`src/rtl/full_adder.sv`:
```
// WIDTH-bit ripple-carry adder with carry-in/carry-out, plus a one-cycle
// registered copy of the result qualified by a valid flag.

module full_adder_cell (
   input  logic a,
   input  logic b,
   input  logic c_in,
   output logic s,
   output logic c_out
);

   assign s     = a ^ b ^ c_in;
   assign c_out = (a & b) | (a & c_in) | (b & c_in);

endmodule

module full_adder #(
   parameter int WIDTH = 1
) (
   input  logic             clk,
   input  logic             rst,
   input  logic [WIDTH-1:0] A,
   input  logic [WIDTH-1:0] B,
   input  logic             C_IN,
   input  logic             IN_VALID,
   output logic             C_OUT,
   output logic [WIDTH-1:0] S,
   output logic [WIDTH-1:0] S_REG,
   output logic             C_OUT_REG,
   output logic             OUT_VALID
);

   // carry[i] feeds bit i; carry[WIDTH] is the unsigned carry-out.
   logic [WIDTH:0] carry;

   assign carry[0] = C_IN;
   assign C_OUT    = carry[WIDTH];

   for (genvar i = 0; i < WIDTH; i++) begin : g_cell
      full_adder_cell u_cell (
         .a     (A[i]),
         .b     (B[i]),
         .c_in  (carry[i]),
         .s     (S[i]),
         .c_out (carry[i+1])
      );
   end

   // NOTE: non-blocking assignments keep every register sampling the
   // pre-edge values; the async reset must appear in the sensitivity list.
   always_ff @(posedge clk or posedge rst) begin
      if (rst) begin
         S_REG     <= '0;
         C_OUT_REG <= 1'b0;
         OUT_VALID <= 1'b0;
      end else begin
         OUT_VALID <= IN_VALID;
         // Result registers hold across invalid cycles; only valid flag drops.
         if (IN_VALID) begin
            S_REG     <= S;
            C_OUT_REG <= C_OUT;
         end
      end
   end

endmodule

```
`config.mk`:
```
export PLATFORM = sky130hd
export DESIGN_NAME = full_adder
export DESIGN_NICKNAME = d
export VERILOG_FILES = /design/src/rtl/full_adder.sv
export SDC_FILE = /design/constraint.sdc
export NUM_CORES = 1
export LEC_CHECK = 0
export CAP_MARGIN = 20
export CORE_AREA = 8 8 45 47
export CTS_BUF_LIST = sky130_fd_sc_hd__clkbuf_8
export CTS_CLUSTER_SIZE = 20
export DETAILED_ROUTE_END_ITERATION = 8
export DIE_AREA = 0 0 53 55
export GPL_TIMING_DRIVEN = 1
export PLACE_DENSITY_LB_ADDON = 0.2
export SYNTH_ARGS = -nofsm -noshare
export SYNTH_HDL_FRONTEND = slang
export SYNTH_HIERARCHICAL = 1
export SYNTH_SLANG_ARGS = --single-unit
```
`constraint.sdc`:
```
create_clock -name clk -period 0.83 [get_ports clk]
set_input_delay 0.083 -clock clk [delete_from_list [all_inputs] [get_ports clk]]
set_output_delay 0.083 -clock clk [all_outputs]
set_load 0.005 [all_outputs]
```
==> After elaboration in Yosys (flattened, before gate mapping) <==
Cells that the tools add are included.
{ "classes": {"n_bitwise": 7, "magnitude_cmp": 0, "div": 0, "multipliers": 0, "add_sub_neg": 0, "n_eq_ne": 0, "n_shift": 0, "reduce_logical": 0, "mux": 0} }
{ "ops": {"columns": ["op", "count"], "rows": [
  ["AND 1 bit", 3],
  ["bitwise OR 1 bit", 2],
  ["XOR 1 bit", 2]
]} }
{ "word_totals": {"rom_bits": 0, "mem_count": 0, "latchBits": 0, "inputBits": 6, "regBits": 3, "out_inout_bits": 5, "ramBits": 0} }

==> Longest topological paths before layout <==
Gate-level depths: netlist (run 1).
{ "logic_depth": {"depth_word": 3, "ltp_mapped": 2, "ltp_nobuf": 2} }

==> Cells and area by module <==
Netlist (run 1), hierarchy kept.
{ "by_module_without_submodules": {"columns": ["mod", "area_each_um2", "n_inst", "seq_area_each_um2", "cells_each"], "rows": [
  ["full_adder", 101.3, 1, 75.1, 6],
  ["full_adder_cell", 20.0, 1, 0.0, 1]
]} }

==> Worst setup path before layout (run 1) <==
Ideal clock, no wire load.
{ "synth_timing": {"kind": "input port to flip-flop", "from": "input port A", "to": "register S_REG", "t_arrival_ns": 0.843, "setup_ns": 0.125, "required_time_ns": 0.705, "setup_slack_ns": -0.137, "path_stages": 2, "cell_sequence": "fa_1 mux2_2"} }
{ "synth_via": {"elab_chain_len": 2} }
{ "synth_rtl": {"columns": ["element", "line_no", "text"], "rows": [
  ["start: declaration", "22", "input logic [WIDTH-1:0] A,"],
  ["XOR 1 bit (2 in a row)", "12", "assign s = a ^ b ^ c_in;"],
  ["end signal: assignment", "53", "S_REG <= '0;"],
  ["end signal: assignment", "60", "S_REG <= S;"],
  ["end: declaration", "28", "output logic [WIDTH-1:0] S_REG,"]
]} }
No other way between the ends.
A chain may end at the register's enable or synchronous reset.

==> Final worst setup path (run 1) <==
{ "layout_timing": {"from": "input port B", "to": "output port S"} }
{ "layout_via": {"elab_chain_len": 2} }
{ "layout_rtl": {"columns": ["element", "line_no", "text"], "rows": [
  ["start: declaration", "23", "input logic [WIDTH-1:0] B,"],
  ["XOR 1 bit (2 in a row)", "12", null],
  ["end: declaration", "27", "output logic [WIDTH-1:0] S,"]
]} }
No other way between the ends.

==> results of run 1 <==
worst max-delay path: cells and delay by family:
kind       cells  cell delay (ns)
buf+inv        2             0.20
fa+ha+maj      1             0.56
worst max-delay path by stage:
stage | endpoint | cells after the start
after floorplan | S_REG$_DFFE_PP0P_ | 2
after global placement | S | 3
after detailed placement | S | 3
after CTS | S | 3
after global routing | S | 3
final | S | 3
metrics by stage:
step,instance area (sq um),util [%],power (uW),setup WS (ns),std cells
global placement,255,18.4,313,-0.857,34
global route,264,19.1,715,-0.122,37
floorplan,128,-,212,-0.0987,7
finish,264,19.1,676,-0.0981,37
CTS,258,18.6,689,-0.108,37
detailed placement,255,18.4,313,-0.866,34
registers in the layout (all words and copies together), names as in the netlist:
register / cells
OUT_VALID: 1
S_REG: 1
C_OUT_REG: 1
timing repair:
action	CTS	global route
pin swaps	1	1
setup endpoints to repair	7	2
gates resized for setup	34	1
cloned	0	0
routing by layer:
metal	global-route usage [%]	part of all wire (%)
met1	3.21	45
met2	4.30	44
met3	3.21	11
met4	6.47	0
met5	0	0
synth_stat cells (all sizes together):
master	instances	share of area [%]
dfrtp	3	62
mux2	2	19
fa	1	16
inv	1	3.1
logic make-up after synthesis:
family                   synth area share (%)
flip-flops                               61.9
multiplexers                             18.6
buffers and inverters                    3.09
adder cells (fa/ha/maj)                  16.5
area by class of cell:
class | instances | area, sq um
Inverter | 1 | 3.75
Clock inverter | 1 | 3.75
Tap cell | 16 | 20.0
Clock buffer | 3 | 41.3
Multi-Input combinational cell | 3 | 48.8
Sequential cell | 3 | 75.1
Timing Repair Buffer | 10 | 71.3
Fill cell | 150 | 1120
power by group:
| part | internal [uW] | leakage, uW | switching, uW |
|---|---|---|---|
| Sequential | 166 | 0.0000350 | 9.02 |
| Combinational | 59.3 | 0.0000689 | 34.9 |
| Clock | 314 | 0.0000269 | 92.1 |
| Total | 540 | 0.000131 | 136 |
==> metrics.md, run 1 <==
| Metric | Value |
|---|---|
| Core box area | around 1400 sq um |
| Power density over cell area | ~2600 nW/um^2 |
| First-pass GRT wire length | around 690 um |
| Final min period | 0.928 ns |
| Vias | 109 |
| Port buffer count | 10 |
| Post-route setup slack | -0.0981 ns |
| Initial DRC Count | 0 |
| Hold-fix buffers at CTS | 0 |
| CTS Buf Count | 3 |
| CP arrival | roughly 0.85 ns |
| Slew headroom | 90.5% |
| Crit path cell chain | buf_6 > fa_2 > buf_2 |
| Final Hold Violating Endpoints | 0 |
| Least-Margin Pin Slew | 0.142 ns |
| Final period utilization | 112% |
| Initial antenna violation count | 0 |
| Synth unique cells | 4 |
| Chip Width | 53 um |
| Peak supply drop | 0.000567 V |
| Final setup viols | 1 |
| Commonest non-fill, non-tap cells in the layout | buf_2, dfrtp_1, clkbuf_8 |
| I/O pins | 11 |
| Net Count, Synth | 14 |
| ANT cells | 0 |
| Largest net degree at the start of global routing | 4 |
| Clk sinks | 3 |
| Flop-to-flop setup slack | 0.08 ns |
| Routed WL | ~380 um |
| H-tree Lvls | 1 |
| Fmax | 1.08 GHz |
| Drt first pass iters | 1 |
| Crit end category | primary output |
| CP max-delay cell | fa_2 |
| CTS clk-pin slew, worst paths | about 0.03 ns |
| Initial Utilization | a little under 9% |
| Post-synthesis area per instance | around 17 sq um |
| # DRC | 0 |
| Req. time, crit path | 0.75 ns |
| R2R Path Start | C_OUT_REG$_DFFE_PP0P_ |
| Leak | 0.000131 uW |
| Crit Path Max Fanout | 2 |
| Hold_ws | roughly 0.044 ns |
| Post-CTS Setup Bufs | 0 |
| Final Max Tran Viols | 0 |
| Std-Cell Rows | 14 |
| Gate Count Post-Synth | 7 |
| Area delta synth->final | 118% |
| Latest clock arrival within the worst-skew pair | about 0.21 ns |
| Critical Path Start | B |
| FF-to-FF End | C_OUT_REG$_DFFE_PP0P_ |
| Post-synthesis register bit count | 3 |
| Yosys warning count | 6 |
| MaxCap Viol Count | 0 |
| Total GRT Usage | 3.83% |
| Post-route ant nets | 0 |
| NumNets Final | 29 |
| HP Class | primary input to async pin |
| Clock buffer depth | 2 |
| Vias in the first global route | around 170 |
| GPL Wtd Cong | about 0.57 |
| Setup Crit Path Kind | primary input to primary output |
| Fraction of layout cells with a size suffix above 1 | 66.7% |
| CTS tree | done |
| Setup tns final | -0.0981 ns |
| Syn Std Cell Area | 121 sq um |
| Reg2reg path depth | 1 |
| Root buf cell | clkbuf_8 |
| Commonest non-fill, non-tap cell in the layout | buf_2 |
| Sequential area share after synthesis | 61.9% |
| Failing checks | setup timing |
| Die H | 55 um |
| Clock Skew | 0 ns |
| Vias per inst | 2.95 |
| Routed len/inst | around 10 um |
| RSZ-0062 raised after global routing | yes |
| Worst path max stage delay | 0.56 ns |
| Die Area | 2920 sq um |
| Run status | finished, violations left |
| Global route total overflow | 0 |
| Worst Setup Start Kind | primary input |
(Power assumes the default switching activity.)
==> inputs of run 2 (changes only) <==
- ABC_AREA: default -> 1
- CELL_PAD_IN_SITES_DETAIL_PLACEMENT: default -> 0
- CELL_PAD_IN_SITES_GLOBAL_PLACEMENT: default -> 2
==> run 2 against run 1 <==
Compared with the run above:
- the flow still finishes with violations (setup timing)
- critical path depth did not move
- clock skew unchanged
- cell area rose by 12%
- synthesized area rose by 3.1%
- critical path type unchanged
==> metrics.md, run 2 <==
| Metric | Value |
|---|---|
| Run status | finished, violations left |
| Failing checks | setup timing |
| I/O pins | 11 (unchanged) |
| Synth Area in Adders | 16.0% (-0.49 points) |
| Worst Setup Start Kind | primary input |
| Post-synth EDFFs | 0 (unchanged) |
| CTS Buf Count | 3 (unchanged) |
| GPL Wtd Cong | 0.634 (+11%) |
| Synth Area in Simple Gates | 18.0% (+18 points) |
| Leak | 0.000161 uW (+23%) |
| Final period utilization | 112% (-0.17 points) |
| Hold_ws | 0.0383 ns (-0.00584 ns) |
| Most used cell, CP | buf_6 |
| FFs w/ async S/R, synth | 100% (unchanged) |
| CTS tree | done |
| Total GRT Usage | 3.61% (-0.22 points) |
| Routed wl met3 | 86 um (+110%) |
| Non-Filler Instances | 46 (+24%) |
| Post-route ant nets | 0 (unchanged) |
| Slew headroom | 91.2% (+0.70 points) |
| Gate Count Post-Synth | 12 (+5) |
| Synth unique cells | 4 (unchanged) |
| Syn Std Cell Area | 125 sq um (+3.1%) |
| Die Area | 2920 sq um (unchanged) |
| Initial Utilization | 9.04% (+0.27 points) |
| Synth Flop Type | dfrtp_1 |
| Max Used Layer | met4 |
| HP Class | primary input to async pin |
| Vias | 141 (+29%) |
| Largest net degree at the start of global routing | 5 (+1) |
| Global route total overflow | 0 (unchanged) |
| Core Util, Final | 21.3% (+2.3 points) |
| NumNets Final | 38 (+31%) |
| Port buffer count | 10 (unchanged) |
| Most numerous cell in the Yosys netlist | nand2_1 |
| Final setup viols | 2 (+1) |
| Cell area after layout | 295 sq um (+12%) |
| Final min period | 0.927 ns (-0.00145 ns) |
| Clock buffer depth | 2 (unchanged) |
| Crit end category | primary output |
| Vias per inst | 3.07 (+4.0%) |
| RSZ-0062 raised after global routing | yes |
| Cell family with most CP delay | adder cells |
| Least-Margin Pin Slew | 0.131 ns (-0.0109 ns) |
| Met2 routed WL | 115 um (-32%) |
| Setup Crit Path Kind | primary input to primary output |
| Std-Cell Rows | 14 (unchanged) |
| Crit path cell chain | buf_6 > fa_2 > buf_6 |
| # fillers | 164 (+9.3%) |
| Fmax | 1.08 GHz (+0.16%) |
| Mux contribution to synthesized area | 0% (-19 points) |
| CTS clk-pin slew, worst paths | 0.03 ns (about the same) |
| Power density over cell area | 2400 nW/um^2 (-6.0%) |
| First-pass GRT wire length | 648 um (-6.1%) |
| CP Buf/Inv Count | 2 (unchanged) |
| Req. time, crit path | 0.75 ns (about the same) |
| Area delta synth->final | 136% |
| Routed len/inst | 8.54 um (-17%) |
| # DRC | 0 (unchanged) |
| Crit Path Max Fanout | 2 (unchanged) |
| Largest family of logic cells by synthesized area | simple AND/OR/NAND/NOR gates |
| Largest regs | C_OUT_REG: 1 flops, OUT_VALID: 1 flops, S_REG: 1 flops |
| Leading area contributor after synthesis | dfrtp_1 |
| Final Max Tran Viols | 0 (unchanged) |
| Clock Skew | 0 ns (unchanged) |
| CP arrival | 0.84 ns (about the same) |
| DP Area | 268 sq um (+4.9%) |
| CP max-delay cell | fa_2 |
| Post-synthesis register bit count | 3 (unchanged) |
| Post-route setup slack | -0.0966 ns (+0.00145 ns) |
| Placed Instances | 41 (+21%) |
| Drt first pass iters | 1 (unchanged) |
| Latest clock arrival within the worst-skew pair | 0.21 ns (about the same) |
| Clk sinks | 3 (unchanged) |
| Commonest cells in the netlist | nand2_1, dfrtp_1, inv_1 |
| Sequential area share after synthesis | 60.0% (-1.9 points) |
| Routed WL | 393 um (+3.1%) |
| Total Power | 710 uW (+5.1%) |
| Peak supply drop | 0.000891 V (+57%) |
| Post-synth top area share | 60.0% (-1.9 points) |
| Root buf cell | clkbuf_8 |
| Final Hold Violating Endpoints | 0 (unchanged) |
| Yosys warning count | 6 (unchanged) |
| Worst path max stage delay | 0.57 ns (about the same) |
| Initial antenna violation count | 0 (unchanged) |
| Synth area leaders | dfrtp_1, nand2_1, fa_1, inv_1 |
| Commonest non-fill, non-tap cells in the layout | nand2_1, buf_2, buf_4 |
| Initial DRC Count | 0 (unchanged) |
| ANT cells | 0 (unchanged) |
| Synth Area in Compound Gates | 0% (unchanged) |
| Die H | 55 um (unchanged) |
| Post-Synth XOR/XNOR Area | 0% (unchanged) |
| Met1 wire length | 172 um (+0.58%) |
| Fraction of layout cells with a size suffix above 1 | 53.3% (-13 points) |
| Vias in the first global route | 163 (-3.6%) |
| MaxCap Viol Count | 0 (unchanged) |
| H-tree Lvls | 1 (unchanged) |
| Core box area | 1380 sq um (unchanged) |
| Net Count, Synth | 19 (+5) |
| Post-synthesis area per instance | 10.4 sq um (-40%) |
| Chip Width | 53 um (unchanged) |
## run 2: cell count changes after synthesis
cell / delta
inv_1: +1
mux2_2: -2
nand2_1: +6
## run 2: final timing paths
kind,start,end,slack (ns),cells after the start
worst max-delay path,C_IN,S,-0.1,3
worst min-delay path,rst,OUT_VALID$_DFF_PP0_,0.04,2
worst max register to register,S_REG$_DFFE_PP0P_,S_REG$_DFFE_PP0P_,0.14,3
worst min register to register,C_OUT_REG$_DFFE_PP0P_,C_OUT_REG$_DFFE_PP0P_,0.47,2
max in group asynchronous,rst,S_REG$_DFFE_PP0P_,0.66,2
min in group clk,C_IN,C_OUT_REG$_DFFE_PP0P_,0.36,5
## run 2: through the flow
step / worst slack [ns] / setup TNS, ns
2_1_floorplan: 0.0196 / 0
3_3_place_gp: -0.837 / -2.77
3_5_place_dp: -0.855 / -2.82
4_1_cts: -0.103 / -0.142
5_1_grt: -0.105 / -0.181
6_report: -0.0966 / -0.154
## run 2: metal layers
metal	GRT usage (%)	up-vias
li1	-	69
met1	3.52	55
met2	2.73	15
met3	4.55	2
met4	5.17	0
met5	0	-
## run 2: area by class of cell
cell class	instances	area (sq um)	share of cell area [%]
Clock buffer	3	41.3	14.0
Clock inverter	1	3.75	1.27
Inverter	2	7.51	2.54
Multi-Input combinational cell	7	45.0	15.3
Sequential cell	3	75.1	25.4
Tap cell	16	20.0	6.78
Timing Repair Buffer	14	103	34.7
## run 2: logic make-up (layout without fill, tap and decap cells)
group | after synthesis | count (layout)
and+or+nand+nor | 6 | 6
buffers and inverters | 2 | 20
DFF | 3 | 3
adders and majority gates | 1 | 1
## run 2: report_power, final
group	switching [uW]	internal [uW]	total (uW)	leakage (uW)
combinational	44.7	85.1	130	0.0000981
clock	96.6	315	411	0.0000269
sequential	6.23	162	169	0.0000360
## run 2: timing repair
item | in CTS | in global routing
hold buffers | 0 | 0
pin swaps | 1 | 0
resized for setup | 34 | 1
cloned | 0 | 0
buffers inserted | 1 | 0
setup endpoints to repair | 7 | 2
